[src/rtl/traffic_pkg.sv]
// Shared definitions for the intersection controller front end:
// controller state encodings, scheduler mode encodings, timebase and
// the car-count saturation helper.
package traffic_pkg;

    localparam int CPS = 2;

    localparam logic [3:0] ST_BLINK  = 4'd0;
    localparam logic [3:0] ST_NS_PED = 4'd1;
    localparam logic [3:0] ST_NS_G   = 4'd2;
    localparam logic [3:0] ST_NS_Y   = 4'd3;
    localparam logic [3:0] ST_NS_R   = 4'd4;
    localparam logic [3:0] ST_EW_PED = 4'd5;
    localparam logic [3:0] ST_EW_G   = 4'd6;
    localparam logic [3:0] ST_EW_Y   = 4'd7;
    localparam logic [3:0] ST_EW_R   = 4'd8;

    typedef enum logic [1:0] {
        MODE_INIT    = 2'd0,
        MODE_RUN     = 2'd1,
        MODE_PREEMPT = 2'd2,
        MODE_FAULT   = 2'd3
    } mode_e;

    // Clamp a raw sensor count to the controller's count register range.
    function automatic logic [7:0] sat_count(input logic [7:0] raw, input logic [7:0] ceil);
        return (raw > ceil) ? ceil : raw;
    endfunction

endpackage

[src/rtl/bus_rr_arbiter.sv]
// Two-requester (NS/EW) round-robin bus-priority arbiter with a hold
// timer. A grant lasts at most BUS_HOLD_MAX cycles; on timeout the grant
// drops for one cycle and priority moves to the other direction.
module bus_rr_arbiter
#(
    parameter int BUS_HOLD_MAX = 30
)
(
    input  logic i_clk,
    input  logic i_rst,
    input  logic i_en,
    input  logic i_req_ns,
    input  logic i_req_ew,
    output logic o_gnt_ns,
    output logic o_gnt_ew
);

    localparam int TW = $clog2(BUS_HOLD_MAX);
    localparam logic [TW-1:0] HOLD_LAST = TW'(BUS_HOLD_MAX - 1);

    logic          gnt_ns_q, gnt_ns_d;
    logic          gnt_ew_q, gnt_ew_d;
    logic          ptr_ew_q, ptr_ew_d;
    logic [TW-1:0] timer_q,  timer_d;
    logic          holder_req;

    // Arbitration: hold, timeout-release, or grant from idle.
    always_comb begin
        gnt_ns_d   = gnt_ns_q;
        gnt_ew_d   = gnt_ew_q;
        ptr_ew_d   = ptr_ew_q;
        timer_d    = timer_q;
        holder_req = gnt_ns_q ? i_req_ns : i_req_ew;
        if (!i_en) begin
            gnt_ns_d = 1'b0;
            gnt_ew_d = 1'b0;
            timer_d  = '0;
        end else if (gnt_ns_q || gnt_ew_q) begin
            if (!holder_req) begin
                gnt_ns_d = 1'b0;
                gnt_ew_d = 1'b0;
                timer_d  = '0;
            end else if (timer_q == HOLD_LAST) begin
                // Idle cycle after timeout keeps the two grants from touching.
                gnt_ns_d = 1'b0;
                gnt_ew_d = 1'b0;
                timer_d  = '0;
                ptr_ew_d = gnt_ns_q;
            end else begin
                timer_d = timer_q + TW'(1);
            end
        end else begin
            timer_d = '0;
            if (i_req_ns && i_req_ew) begin
                gnt_ns_d = !ptr_ew_q;
                gnt_ew_d = ptr_ew_q;
                ptr_ew_d = !ptr_ew_q;
            end else begin
                gnt_ns_d = i_req_ns;
                gnt_ew_d = i_req_ew;
            end
        end
    end

    // Grant, pointer and hold-timer registers.
    always_ff @(posedge i_clk) begin
        if (i_rst) begin
            gnt_ns_q <= 1'b0;
            gnt_ew_q <= 1'b0;
            ptr_ew_q <= 1'b0;
            timer_q  <= '0;
        end else begin
            gnt_ns_q <= gnt_ns_d;
            gnt_ew_q <= gnt_ew_d;
            ptr_ew_q <= ptr_ew_d;
            timer_q  <= timer_d;
        end
    end

    assign o_gnt_ns = gnt_ns_q;
    assign o_gnt_ew = gnt_ew_q;

endmodule

[src/rtl/traffic_request_sched.sv]
// Front-end scheduler for the intersection controller: pedestrian
// latches, bus-priority arbitration, periodic car-count loads and
// emergency preemption. Optional watchdog: TRAFFIC_SCHED_WDOG_EN.
//
//  mode     | meaning
//  INIT     | one cycle after reset, controller disabled
//  RUN      | normal operation, loads / grants / ped latches active
//  PREEMPT  | emergency, controller forced to blink, waits for quiet i_emerg
//  FAULT    | i_state stuck too long, sticky until reset (watchdog only)
module traffic_request_sched
    import traffic_pkg::*;
#(
    parameter int LOAD_PERIOD  = 10 * CPS,
    parameter int BUS_HOLD_MAX = 15 * CPS,
    parameter int PREEMPT_HOLD = 10 * CPS,
    parameter int CAR_MAX      = 63
)
(
    input  logic       i_clk,
    input  logic       i_rst,
    input  logic       i_btn_ped_ns,
    input  logic       i_btn_ped_ew,
    input  logic       i_bus_req_ns,
    input  logic       i_bus_req_ew,
    input  logic       i_emerg,
    input  logic [7:0] i_sens_ns,
    input  logic [7:0] i_sens_ew,
    input  logic [3:0] i_state,
    output logic       o_enable,
    output logic       o_load,
    output logic [7:0] o_cars_ns,
    output logic [7:0] o_cars_ew,
    output logic       o_ped_ns,
    output logic       o_ped_ew,
    output logic       o_bus_ns,
    output logic       o_bus_ew,
    output logic [1:0] o_mode,
    output logic       o_fault
);

    localparam int LW = $clog2(LOAD_PERIOD);
    localparam int HW = $clog2(PREEMPT_HOLD);
    localparam logic [LW-1:0] LOAD_LAST = LW'(LOAD_PERIOD - 1);
    localparam logic [HW-1:0] HOLD_LAST = HW'(PREEMPT_HOLD - 1);
    localparam logic [7:0]    CAR_CEIL  = 8'(CAR_MAX);

    mode_e         mode_q, mode_d;
    logic [HW-1:0] hold_q, hold_d;
    logic [LW-1:0] load_cnt_q, load_cnt_d;
    logic          enable_q, enable_d;
    logic          load_q, load_d;
    logic [7:0]    cars_ns_q, cars_ns_d;
    logic [7:0]    cars_ew_q, cars_ew_d;
    logic          ped_ns_q, ped_ns_d;
    logic          ped_ew_q, ped_ew_d;
    logic          btn_ns_prev_q, btn_ew_prev_q;
    logic          wdog_trip;
    logic          run_next;

`ifdef TRAFFIC_SCHED_WDOG_EN
    localparam int WDOG_LIMIT = 30 * CPS;
    localparam int WW = $clog2(WDOG_LIMIT + 1);
    logic [WW-1:0] wdog_q, wdog_d;
    logic [3:0]    st_prev_q;
    logic          fault_q;

    // Watchdog: count RUN cycles with unchanged controller state.
    always_comb begin
        wdog_d    = '0;
        wdog_trip = 1'b0;
        if (mode_q == MODE_RUN && i_state == st_prev_q) begin
            wdog_trip = (wdog_q == WW'(WDOG_LIMIT));
            wdog_d    = wdog_trip ? wdog_q : wdog_q + WW'(1);
        end
    end

    // Watchdog counter, state history and sticky fault flag.
    always_ff @(posedge i_clk) begin
        if (i_rst) begin
            wdog_q    <= '0;
            st_prev_q <= '0;
            fault_q   <= 1'b0;
        end else begin
            wdog_q    <= wdog_d;
            st_prev_q <= i_state;
            fault_q   <= (mode_d == MODE_FAULT);
        end
    end

    assign o_fault = fault_q;
`else
    assign wdog_trip = 1'b0;
    assign o_fault   = 1'b0;
`endif

    // Mode state register.
    always_ff @(posedge i_clk) begin
        if (i_rst) begin
            mode_q <= MODE_INIT;
            hold_q <= '0;
        end else begin
            mode_q <= mode_d;
            hold_q <= hold_d;
        end
    end

    // Next mode and preemption quiet-time counter.
    always_comb begin
        mode_d = mode_q;
        hold_d = hold_q;
        case (mode_q)
            MODE_INIT: mode_d = MODE_RUN;
            MODE_RUN: begin
                if (i_emerg) begin
                    mode_d = MODE_PREEMPT;
                    hold_d = '0;
                end else if (wdog_trip) begin
                    mode_d = MODE_FAULT;
                end
            end
            MODE_PREEMPT: begin
                if (i_emerg) begin
                    hold_d = '0;
                end else if (hold_q == HOLD_LAST) begin
                    mode_d = MODE_RUN;
                    hold_d = '0;
                end else begin
                    hold_d = hold_q + HW'(1);
                end
            end
            MODE_FAULT: mode_d = MODE_FAULT;
            default:    mode_d = MODE_INIT;
        endcase
    end

    // Registered-output next values: enable, loads, snapshots, ped latches.
    always_comb begin
        run_next   = (mode_d == MODE_RUN);
        enable_d   = run_next;
        load_d     = run_next && ((mode_q != MODE_RUN) || (load_cnt_q == LOAD_LAST));
        load_cnt_d = (run_next && !load_d) ? load_cnt_q + LW'(1) : '0;
        cars_ns_d  = load_d ? sat_count(i_sens_ns, CAR_CEIL) : cars_ns_q;
        cars_ew_d  = load_d ? sat_count(i_sens_ew, CAR_CEIL) : cars_ew_q;
        ped_ns_d   = ped_ns_q;
        ped_ew_d   = ped_ew_q;
        // Clear takes precedence over a press in the same cycle.
        if (!run_next || i_state == ST_NS_PED) begin
            ped_ns_d = 1'b0;
        end else if (mode_q == MODE_RUN && i_btn_ped_ns && !btn_ns_prev_q) begin
            ped_ns_d = 1'b1;
        end
        if (!run_next || i_state == ST_EW_PED) begin
            ped_ew_d = 1'b0;
        end else if (mode_q == MODE_RUN && i_btn_ped_ew && !btn_ew_prev_q) begin
            ped_ew_d = 1'b1;
        end
    end

    // Output and datapath registers.
    always_ff @(posedge i_clk) begin
        if (i_rst) begin
            enable_q      <= 1'b0;
            load_q        <= 1'b0;
            load_cnt_q    <= '0;
            cars_ns_q     <= '0;
            cars_ew_q     <= '0;
            ped_ns_q      <= 1'b0;
            ped_ew_q      <= 1'b0;
            btn_ns_prev_q <= 1'b0;
            btn_ew_prev_q <= 1'b0;
        end else begin
            enable_q      <= enable_d;
            load_q        <= load_d;
            load_cnt_q    <= load_cnt_d;
            cars_ns_q     <= cars_ns_d;
            cars_ew_q     <= cars_ew_d;
            ped_ns_q      <= ped_ns_d;
            ped_ew_q      <= ped_ew_d;
            btn_ns_prev_q <= i_btn_ped_ns;
            btn_ew_prev_q <= i_btn_ped_ew;
        end
    end

    bus_rr_arbiter #(
        .BUS_HOLD_MAX (BUS_HOLD_MAX)
    ) u_bus_arb (
        .i_clk    (i_clk),
        .i_rst    (i_rst),
        .i_en     (run_next),
        .i_req_ns (i_bus_req_ns),
        .i_req_ew (i_bus_req_ew),
        .o_gnt_ns (o_bus_ns),
        .o_gnt_ew (o_bus_ew)
    );

    assign o_enable  = enable_q;
    assign o_load    = load_q;
    assign o_cars_ns = cars_ns_q;
    assign o_cars_ew = cars_ew_q;
    assign o_ped_ns  = ped_ns_q;
    assign o_ped_ew  = ped_ew_q;
    assign o_mode    = mode_q;

endmodule
[config.mk]
export PLATFORM = sky130hd
export DESIGN_NAME = traffic_request_sched
export DESIGN_NICKNAME = d
export VERILOG_FILES = /design/src/rtl/traffic_pkg.sv /design/src/rtl/bus_rr_arbiter.sv /design/src/rtl/traffic_request_sched.sv
export SDC_FILE = /design/constraint.sdc
export NUM_CORES = 1
export LEC_CHECK = 0
export CAP_MARGIN = 10
export CORE_UTILIZATION = 47
export DETAILED_ROUTE_END_ITERATION = 8
export GPL_ROUTABILITY_DRIVEN = 0
export GPL_TIMING_DRIVEN = 0
export HOLD_SLACK_MARGIN = 0.12
export MAX_ROUTING_LAYER = met4
export PLACE_DENSITY = 0.84
export SLEW_MARGIN = 20
export SYNTH_ARGS = -nofsm -noshare
export SYNTH_HDL_FRONTEND = slang
export SYNTH_HIERARCHICAL = 1
export SYNTH_SLANG_ARGS = --single-unit
[constraint.sdc]
create_clock -name i_clk -period 2.5 [get_ports i_clk]
set_input_delay 0.5 -clock i_clk [delete_from_list [all_inputs] [get_ports i_clk]]
set_output_delay 0.5 -clock i_clk [all_outputs]
set_load 0.02 [all_outputs]
Word-level counts from Yosys, hierarchy flattened
Cells that the tools add are included.
- $add $sub $neg: 3
- magnitude comparators: 2
- eq/ne operators: 14
- mux-type cells: 21
- bitwise logic cells: 4
- reductions and logical operators: 26
- operators by type and width (operator ; number):
    greater-than comparator 8 x 6 -> 1 bit (second input constant) ; 2
    two-way mux 8 bit ; 2
    adder 5 x 1 -> 5 bit (second input constant) ; 3
    == test 5 bit (second input constant) ; 3
    two-way mux 5 bit ; 3
    two-way mux 1 bit ; 11
    case mux 5 bit (2 select lines) ; 1
    case mux 2 bit (4 select lines) ; 1
    OR reduction 2 bit ; 4
    logical AND 1 bit ; 7
    two-way mux 2 bit ; 3
    zero test 1 bit ; 5
    OR reduction 5 bit ; 1
    == test 2 x 1 -> 1 bit (second input constant) ; 2
    == test 2 bit (second input constant) ; 2
    == test 4 x 1 -> 1 bit (second input constant) ; 1
    == test 4 x 3 -> 1 bit (second input constant) ; 1
    logical OR 1 bit ; 4
    != test 2 x 1 -> 1 bit (second input constant) ; 2
    != test 2 bit (second input constant) ; 2
    NOT 1 bit ; 4
    AND reduction 4 bit ; 1
    nonzero test 2 bit ; 2
    != test 3 bit (second input constant) ; 1
    other kinds (2) ; 2
- bits in registers: 42
- word-level logic and storage cells: 85

Logic depth before layout (Yosys ltp)
- word-level depth: 10
- depth in mapped cells: 7
- gate-level depth less buffers: 6

Modules after synthesis
The synthesis kept the hierarchy.
- modules (own cells, without submodules) (module ; instances ; cells an instance ; area an instance (um^2) ; seq. area each (um^2)):
    traffic_request_sched ; 1 ; 158 ; 1466.4 ; 680.7
    bus_rr_arbiter ; 1 ; 41 ; 407.9 ; 160.2

Least setup slack after synthesis
Ideal clock, no wire load.
- path type: register to register
- start: register hold_q[0]
- end: register u_bus_arb.gnt_ew_q, in the netlist u_bus_arb/o_gnt_ew
- setup time: 72 ps
- arrival: 1700 ps
- required time: 2428 ps
- slack: 728 ps
- stages on the path, launching flop included: 8
- path buffers: 1
- period minus slack after synthesis: 1772 ps
- cell sequence: dfxtp_1 -> ha_1 -> and4bb_4 -> a21o_4 -> buf_2 -> nor2b_1 -> nand4_4 -> mux2i_1
- longest elaborated chain between the ends: 7
- RTL lines (element ; RTL line ; text):
    start: declaration ; traffic_request_sched.sv:48 ; logic [HW-1:0] hold_q, hold_d;
    start signal: assignment ; traffic_request_sched.sv:103 ; hold_q <= hold_d;
    == test 5 bit ; traffic_request_sched.sv:124 ; end else if (hold_q == HOLD_LAST) begin
    two-way mux 2 bit ; traffic_request_sched.sv:124 ;
    two-way mux 2 bit ; traffic_request_sched.sv:122 ; if (i_emerg) begin
    case mux 2 bit (4 select lines) ; traffic_request_sched.sv:111 ; case (mode_q)
    == test 2 x 1 -> 1 bit ; traffic_request_sched.sv:138 ; run_next = (mode_d == MODE_RUN);
    named net enable_d ; traffic_request_sched.sv:50 ; logic enable_q, enable_d;
    NOT 1 bit (no line) ; -- ;
    OR reduction 2 bit (no line) ; -- ;
    end signal: assignment ; bus_rr_arbiter.sv:74 ; gnt_ew_q <= gnt_ew_d;
    end: declaration ; bus_rr_arbiter.sv:22 ; logic gnt_ew_q, gnt_ew_d;
The timed path passes the listed nets, and every way through them passes these cells.
A chain may end at the register's enable or synchronous reset.

Worst setup path after layout
- start: register hold_q[1]
- end: register u_bus_arb.gnt_ew_q, in the netlist u_bus_arb/o_gnt_ew
Same word-level chain as after synthesis.

==> impl_metrics.toml <==
[power]
peakVddDrop_uv = 399
p_leak_nw = 0.915
power_density_nw_per_um2 = 605

[global_routing]
grt_pass1_wl_um = 6670
grt_max_degree = 12
grt_use_met1_pct = 23.5
met2_usage_pct = 37.6
grt_pass1_vias = 1492
antenna_found_initial = 0
gr-max-usage-layer = "met2"
grt_use_met3_pct = 5.21
grtUsageTotal_pct = 21.4
grt_remaining_overflow = 0

[worst_setup_path]
r2r-end = "u_bus_arb/o_gnt_ew$_SDFFE_PP0P_"
path_class = "reg2reg"
crit_path_start_kind = "flop"
critPathMaxFanout = 11
regToRegSetupSlack_ns = 0.40
cp.arrival_ns = 2.32
slowest_stage = "dfxtp_1"
crit_end = "u_bus_arb/o_gnt_ew$_SDFFE_PP0P_"
slowest_delay_ns = 0.39
regToRegStartpoint = "hold_q[1]$_SDFFE_PP0P_"
worst_setup_path_end_kind = "flop"
required_ns = 2.72
worst-path-stages = 7
worstRegToRegCells = 7
cp.buffers_inverters = 1
crit_chain = "ha_1 > and4bb_4 > a21o_4 > buf_2 > nor2b_1 > o2111ai_1 > mux2i_1"
cpLargestDelayFamily = "simple AND/OR/NAND/NOR gates"
setup.worst_path.start = "hold_q[1]$_SDFFE_PP0P_"

[clock_network]
numClockSinks = 42
cts_htree_levels = 2
cts_buffer_depth = 2
clkTransAtPathRegs_ns = 0.07
cts-resized-gates = 0
root_buffer = "clkbuf_8"
cts_tree = "done"
clk_latency_ns = 0.29
cts_setup_buffers = 0
postCtsHoldBufs = 0
cts-buffers-inserted = 5

[sta]
setup_viol = 0
worst_pin_slew_ns = 0.624
period_needed_ns = 2.10
setup_slack_ns = 0.399
finalHoldViolations = 0
rsz0062_at_grt = "false"
relSlewSlack_pct = 58.4
max_freq_ghz = 0.476
skew_ns = 0.00560
slew_violations = 0
fin_crit_sh_pct = 84.0
finalSetupTns_ns = 0

[final_layout]
layout-area-overhead-vs-synth_pct = 33.8
seqCellArea_um2 = 841
finalNetCount = 286
layout-drive-gt1-share_pct = 13.0
multi_input_area_um2 = 940
fin_cells = 302
diodes = 0
final.fill_count = 337

[synth]
postSynthCellCount = 199
synth-compound-area-share_pct = 19.2
yosys-mux-area-fraction_pct = 2.40
synth_edf_count = 0
ys_async_sr_fraction_pct = 0
synth.yosys.seq_area_share_pct = 44.9
synthFlopType = "dfxtp_1"
avgSynthCellArea_um2 = 9.42
synth_seq_cells = 42
synth_cell_types = 45
synth_top_family_by_area = "simple AND/OR/NAND/NOR gates"
synth-simple-area-share_pct = 22.9
yosys_warnings = 6
synth_xor_area_share_pct = 2.80
synth_area_um2 = 1870
synthAdderAreaFrac_pct = 2.67
syn_nets = 230

[floorplanning]
ios = 52
die_h_um = 65.2
core_um2 = 3740
rows = 22
start_util_pct = 50.1
die_w_um = 65.2
die_area_um2 = 4240

[placement]
hpwlAfterDp_um = 2830
portBuffers = 49
dp_slack_ns = 0.271
place_inst = 296

[drt]
drt_iter0_markers = 101
routed_wl_um = 3900
viasPerCell = 5.28
num_vias = 1596
detail_route.wl_per_cell_um = 12.9
ant_nets = 0
remaining_drc_errors = 0
firstDrtPassIters = 4

[hold_path]
worstHoldPathType = "reg2reg"

[outcome]
status = "finished, final reports clean"

[job]
cap_violations = 0
## metal layers
metal	vias to the layer above	part of all wire, %
li1	801	-
met1	749	45
met2	39	49
met3	7	4.8
met4	0	1.4
met5	-	0
## layout by cell type (no fill, tap or decap), drive strengths merged, types with 2 or more instances in the layout
cell type and count:
clkdlybuf4s50 49, dfxtp 42, nor2 33, a21oi 17
a211oi 13, clkbuf 9, inv 8, buf 8
nor2b 7, nand3 7, nand2 5, nand2b 5
nor3b 5, o21ai 4, xor2 4, ha 4
nor3 3, mux2i 3, or2 3, nand3b 2
a31oi 2, o2111ai 2, xnor2 2, nand4 2
## power by group
group          leakage [nW]  internal, W  switching [W]
Combinational         0.528     0.000175       0.000176
Clock                0.0431     0.000213       0.000212
Sequential            0.345     0.000712      0.0000289
Total                 0.915      0.00110       0.000417
## cell type report
| class | count | share of cell area [%] |
|---|---|---|
| Clock buffer | 6 | 3.29 |
| Sequential cell | 42 | 33.5 |
| Inverter | 8 | 1.20 |
| Buffer | 11 | 2.54 |
| Multi-Input combinational cell | 138 | 37.5 |
| Tap cell | 48 | 2.40 |
| Timing Repair Buffer | 49 | 19.6 |
## through the flow
step / area [um2] / utilization (%) / power (W) / hold slack (ns)
floorplan: 1870 / - / 0.000960 / 0.418
CTS: 2510 / 67.0 / 0.00153 / 0.454
global placement: 2420 / 64.8 / 0.00110 / 0.433
detailed placement: 2420 / 64.8 / 0.00111 / 0.437
global route: 2510 / 67.0 / 0.00158 / 0.475
finish: 2510 / 67.0 / 0.00152 / 0.449
## flip-flops by register name, summed over array words and instances, names as in the netlist
name                count
o_mode                  2
o_ped_ew                1
load_cnt_q              5
hold_q                  5
o_enable                1
o_load                  1
u_bus_arb/timer_q       5
u_bus_arb/o_gnt_ns      1
u_bus_arb/o_gnt_ew      1
o_ped_ns                1
btn_ew_prev_q           1
btn_ns_prev_q           1
o_cars_ew               8
u_bus_arb/ptr_ew_q      1
o_cars_ns               8
## synthesized netlist by cell type (all sizes together), types with 2 or more instances
cell,count,area (um2)
a211oi,13,128
a21oi,17,85.1
a31oi,2,12.5
buf,8,52.6
clkbuf,3,11.3
dfxtp,42,841
ha,4,50.1
inv,8,30.0
mux2i,3,30.0
nand2,5,18.8
nand2b,5,31.3
nand3,7,35.0
nand3b,2,15.0
nand4,2,33.8
nor2,33,124
nor2b,7,43.8
nor3,3,15.0
nor3b,5,57.6
o2111ai,2,17.5
o21ai,4,20.0
or2,3,21.3
xnor2,2,17.5
xor2,4,35.0
## cells by family (layout without fill, tap and decap cells)
group,Yosys count,after routing
multiplexers,4,4
flip-flops,42,42
AND/OR/NAND/NOR,75,75
AO/OA/AOI/OAI,48,48
adder cells (fa/ha/maj),4,4
buffers and inverters,19,74
other,1,1
XOR/XNOR,6,6
## worst min-delay path by stage
stage | start | end | slack [ns] | cells past startpoint
2_1_floorplan | load_cnt_q[0]$_SDFF_PP0_ | load_cnt_q[0]$_SDFF_PP0_ | 0.42 | 1
3_3_place_gp | load_cnt_q[0]$_SDFF_PP0_ | load_cnt_q[0]$_SDFF_PP0_ | 0.43 | 1
3_5_place_dp | load_cnt_q[0]$_SDFF_PP0_ | load_cnt_q[0]$_SDFF_PP0_ | 0.44 | 1
4_1_cts | load_cnt_q[0]$_SDFF_PP0_ | load_cnt_q[0]$_SDFF_PP0_ | 0.45 | 1
5_1_grt | load_cnt_q[0]$_SDFF_PP0_ | load_cnt_q[0]$_SDFF_PP0_ | 0.47 | 1
6_report | load_cnt_q[0]$_SDFF_PP0_ | load_cnt_q[0]$_SDFF_PP0_ | 0.45 | 1
(Power assumes the default switching activity.)
